### src/rtl/icache.sv
// Direct-mapped, read-only instruction cache with one-word frames.
// Hits are combinational; a miss runs a single-word fill through FILL before hitting.
module icache #(
  parameter int NFRAMES = 16
) (
  input  logic        CLK,
  input  logic        nRST,
  input  logic        imemREN,
  input  logic [31:0] imemaddr,
  output logic        ihit,
  output logic [31:0] imemload,
  output logic        iREN,
  output logic [31:0] iaddr,
  input  logic        iwait,
  input  logic [31:0] iload
);

  localparam int IW = $clog2(NFRAMES);
  localparam int TW = 30 - IW;

  typedef enum logic {IDLE, FILL} state_t;

  state_t               state, next_state;
  logic [NFRAMES-1:0]   valid;
  logic [TW-1:0]        tag_mem  [NFRAMES];
  logic [31:0]          data_mem [NFRAMES];

  logic [IW-1:0] index;
  logic [TW-1:0] tag;
  logic          hit;
  logic          fill_done;
  logic          unused_offset;

  assign index         = imemaddr[IW+1:2];
  assign tag           = imemaddr[31:IW+2];
  assign unused_offset = ^imemaddr[1:0];

  assign hit       = imemREN && valid[index] && (tag_mem[index] == tag) && (state == IDLE);
  assign fill_done = (state == FILL) && !iwait;

  // NOTE: sequential state uses non-blocking assignments so every register
  // samples the pre-edge values, independent of statement order.
  always_ff @(posedge CLK or negedge nRST) begin
    if (!nRST) begin
      state <= IDLE;
      valid <= '0;
    end else begin
      state <= next_state;
      if (fill_done) valid[index] <= 1'b1;
    end
  end

  // NOTE: tag/data arrays carry no reset so they can map onto plain RAM;
  // the valid bits alone make their power-up contents harmless.
  always_ff @(posedge CLK) begin
    if (fill_done) begin
      tag_mem[index]  <= tag;
      data_mem[index] <= iload;
    end
  end

  // NOTE: every output is defaulted first so no path through the case
  // leaves a signal unassigned and infers a latch.
  always_comb begin
    next_state = state;
    ihit       = 1'b0;
    imemload   = '0;
    iREN       = 1'b0;
    iaddr      = '0;
    unique case (state)
      IDLE: begin
        ihit     = hit;
        // Unwritten frames read as zero so imemload is clean out of reset.
        imemload = valid[index] ? data_mem[index] : '0;
        if (imemREN && !hit) next_state = FILL;
      end
      FILL: begin
        iREN  = 1'b1;
        iaddr = {imemaddr[31:2], 2'b00};
        if (!iwait) next_state = IDLE;
      end
      default: next_state = IDLE;
    endcase
  end

endmodule

### config.mk
export PLATFORM = sky130hd
export DESIGN_NAME = icache
export DESIGN_NICKNAME = d
export VERILOG_FILES = /design/src/rtl/icache.sv
export SDC_FILE = /design/constraint.sdc
export NUM_CORES = 1
export LEC_CHECK = 0
export BUFFER_PORTS_ARGS = -buffer_cell sky130_fd_sc_hd__clkbuf_2
export CORE_ASPECT_RATIO = 0.75
export CORE_MARGIN = 8
export CORE_UTILIZATION = 50
export CTS_CLUSTER_DIAMETER = 50
export DETAILED_ROUTE_END_ITERATION = 7
export PLACE_DENSITY = 0.67
export SYNTH_ARGS = -nofsm -noshare
export SYNTH_HDL_FRONTEND = slang
export SYNTH_SLANG_ARGS = --single-unit
### constraint.sdc
create_clock -name CLK -period 7.7 [get_ports CLK]
set_input_delay 0.385 -clock CLK [delete_from_list [all_inputs] [get_ports CLK]]
set_output_delay 0.385 -clock CLK [all_outputs]
set_load 0.01 [all_outputs]
==> results.cfg <==
[worst_setup_path]
cp_data_required_time_ps = 7320
crit_arrival_ps = 4490
critPathLaunchType = input port
endpoint_kind = output pin
critPathMaxFanout = 65
path_class = input port to output pin

[drt]
ant_nets = 0
wl_met1_mm = 34.95
viasPerCell = 6.103
highest_layer = met5
vias = 17401
wl_per_cell_um = 28.79
met2RoutedLength_mm = 39.64
wl_mm = 82.09
wl_met3_mm = 5.803
firstDrtPassIters = 5
route.detailed.drc = 0
drtIter0Drc = 1574

[placement]
dp_slack_ps = 2685
dpl.hpwl_mm = 42.82
port_buffers = 129
gp_congestion = 0.7828

[finish]
drive_gt1_frac = 0.3191
multi_input_comb_area_um2 = 8263
fillers = 5317
register_area_um2 = 28290
area.growth.synth_to_final_pct = 12.58
final_nets = 1877

[sta]
period_needed_ps = 4873
rsz0062_at_grt = no
whs_ps = 147.3
fin_ws_ps = 2827
worst_clock_skew_ps = 11.05
drv_slew = 0
relSlewSlack = 0.2708
tns_ps = 0
setup_viol = 0
fin_crit_sh = 0.6328
worst_slew_pin_slew_ps = 1094
finalHoldViolCount = 0
timing.fmax_mhz = 205.2

[cts]
clkTransAtPathRegs_ps = 60
cts_tree = built
numCtsBuffers = 86
clk_path_buf_depth = 3
cts-resized-gates = 0
cts_root_buf = clkbuf_16
cts_max_level = 3
ctsHoldBuffers = 1
cts.sinks = 945
clock_latency_ps = 640
post-cts-setup-buffers = 0

[floorplan]
core_area_um2 = 73280
fp-row-count = 86
die_w_um = 329.9
dieArea_um2 = 82940
die_y_um = 251.4
initial_utilization = 0.5042
ioPinCount = 134

[synthesis]
yosysTopAreaCellShare = 0.7542
yosys.area.top_type = edfxtp_1
synth_area_leaders = edfxtp_1 75%, mux4_2 16%, mux2i_1 1.2%, dfrtp_1 1.2%, nor2b_1 0.66%
synth_area_um2 = 36950
seq_area_frac_synth = 0.7657
synth_common_cells = 928 x edfxtp_1, 256 x mux4_2, 44 x mux2i_1
syn_area_per_cell_um2 = 22.64
synthDistinctLibCells = 53
synth-warning-count = 0
synth_flop_cell = edfxtp_1
synth-async-reset-ratio = 0.01799
yosysMostFrequentCell = edfxtp_1
synth_seq_cells = 945
synth_edf_count = 928
netlist_instances = 1632

[pwr]
p_per_area_nw_per_um2 = 253.9
peakVddDrop_mv = 0.1530
p_leak_uw = 0.01331

[worst_hold_path]
hp-class = input port to register

[grt]
grt_first_pass_wirelength_mm = 120.4
grt_max_degree = 100
grt_pass1_vias = 18080
grt_overflow = 0
grt.total_usage = 0.1971
grt_antenna_before_repair = 7

[run]
drv_cap = 0

[outcome]
outcome = finished, final reports clean
==> power breakdown <==
group          internal (uW)  switching, uW  total (uW)
clock                   2410           1800        4210
combinational            260            362         622
sequential              5710           22.3        5730
==> metrics by stage <==
stage	power (uW)	util	cell area [um^2]	instances
after floorplan	6224	-	36950	1633
after global placement	6457	0.5296	38810	2688
after detailed placement	6472	0.5296	38810	2688
after CTS	10660	0.5676	41590	2848
after global routing	10860	0.5676	41590	2849
final	10560	0.5677	41600	2851
==> state kept, by name (all words and copies together) (netlist names) <==
signal,count
data_mem,512
tag_mem,416
valid,16
state,1
==> final cells by class <==
type / instances / share of cell area
Inverter: 15 / 0.001354
Timing Repair Buffer: 170 / 0.02397
Sequential cell: 945 / 0.6801
Multi-Input combinational cell: 591 / 0.1986
Antenna cell: 3 / 0.0001805
Clock inverter: 52 / 0.01194
Clock buffer: 107 / 0.05465
Tap cell: 968 / 0.02912
==> worst paths after layout <==
path                                  start               to  slack, ps  depth (start not counted)
worst max-delay path            imemaddr[2]             ihit       2830                         10
min in group asynchronous              nRST        valid[12]        300                          2
max in group asynchronous              nRST         valid[8]       7090                          2
worst max register to register        state   tag_mem[7][14]       3900                          4
worst min register to register     valid[9]         valid[9]        460                          1
worst min-delay path              iload[19]  data_mem[6][19]        150                          1
==> per-layer routing <==
layer / vias up / GRT usage
met4: 6 / 0.05175
met5: - / 0
met2: 640 / 0.3120
met3: 120 / 0.03708
met1: 9379 / 0.2842
li1: 7256 / -
==> logic make-up after synthesis <==
| family | synth area share |
|---|---|
| AOI/OAI and AO/OA | 0.01690 |
| xor gates and xnor gates | 0.005215 |
| and+or+nand+nor | 0.02479 |
| muxes | 0.1736 |
| DFF | 0.7657 |
| other | 0.0001015 |
| buffers and inverters | 0.01371 |
==> worst max-delay path: stages <==
cell,delay (ps)
buf_8,490
buf_4,620
mux4_2,580
mux2i_1,200
o2bb2ai_1,150
a2111oi_0,720
o31ai_1,130
or4_4,510
nor3_1,430
clkbuf_2,220
==> layout by cell type (no fill, tap or decap), drive strengths merged, types with 8 or more instances in the layout <==
cell type and n:
a21oi 8, a22oi 18, and2 33, buf 44, bufinv 9, clkbuf 232, clkinv 38, dfrtp 17
edfxtp 928, inv 19, mux2 16, mux2i 44, mux4 257, nand2 20, nor2 19, nor2b 39
nor3 8, o21ai 11, o22ai 14, or2 17, xnor2 19
Power figures use the tool's default switching activity.
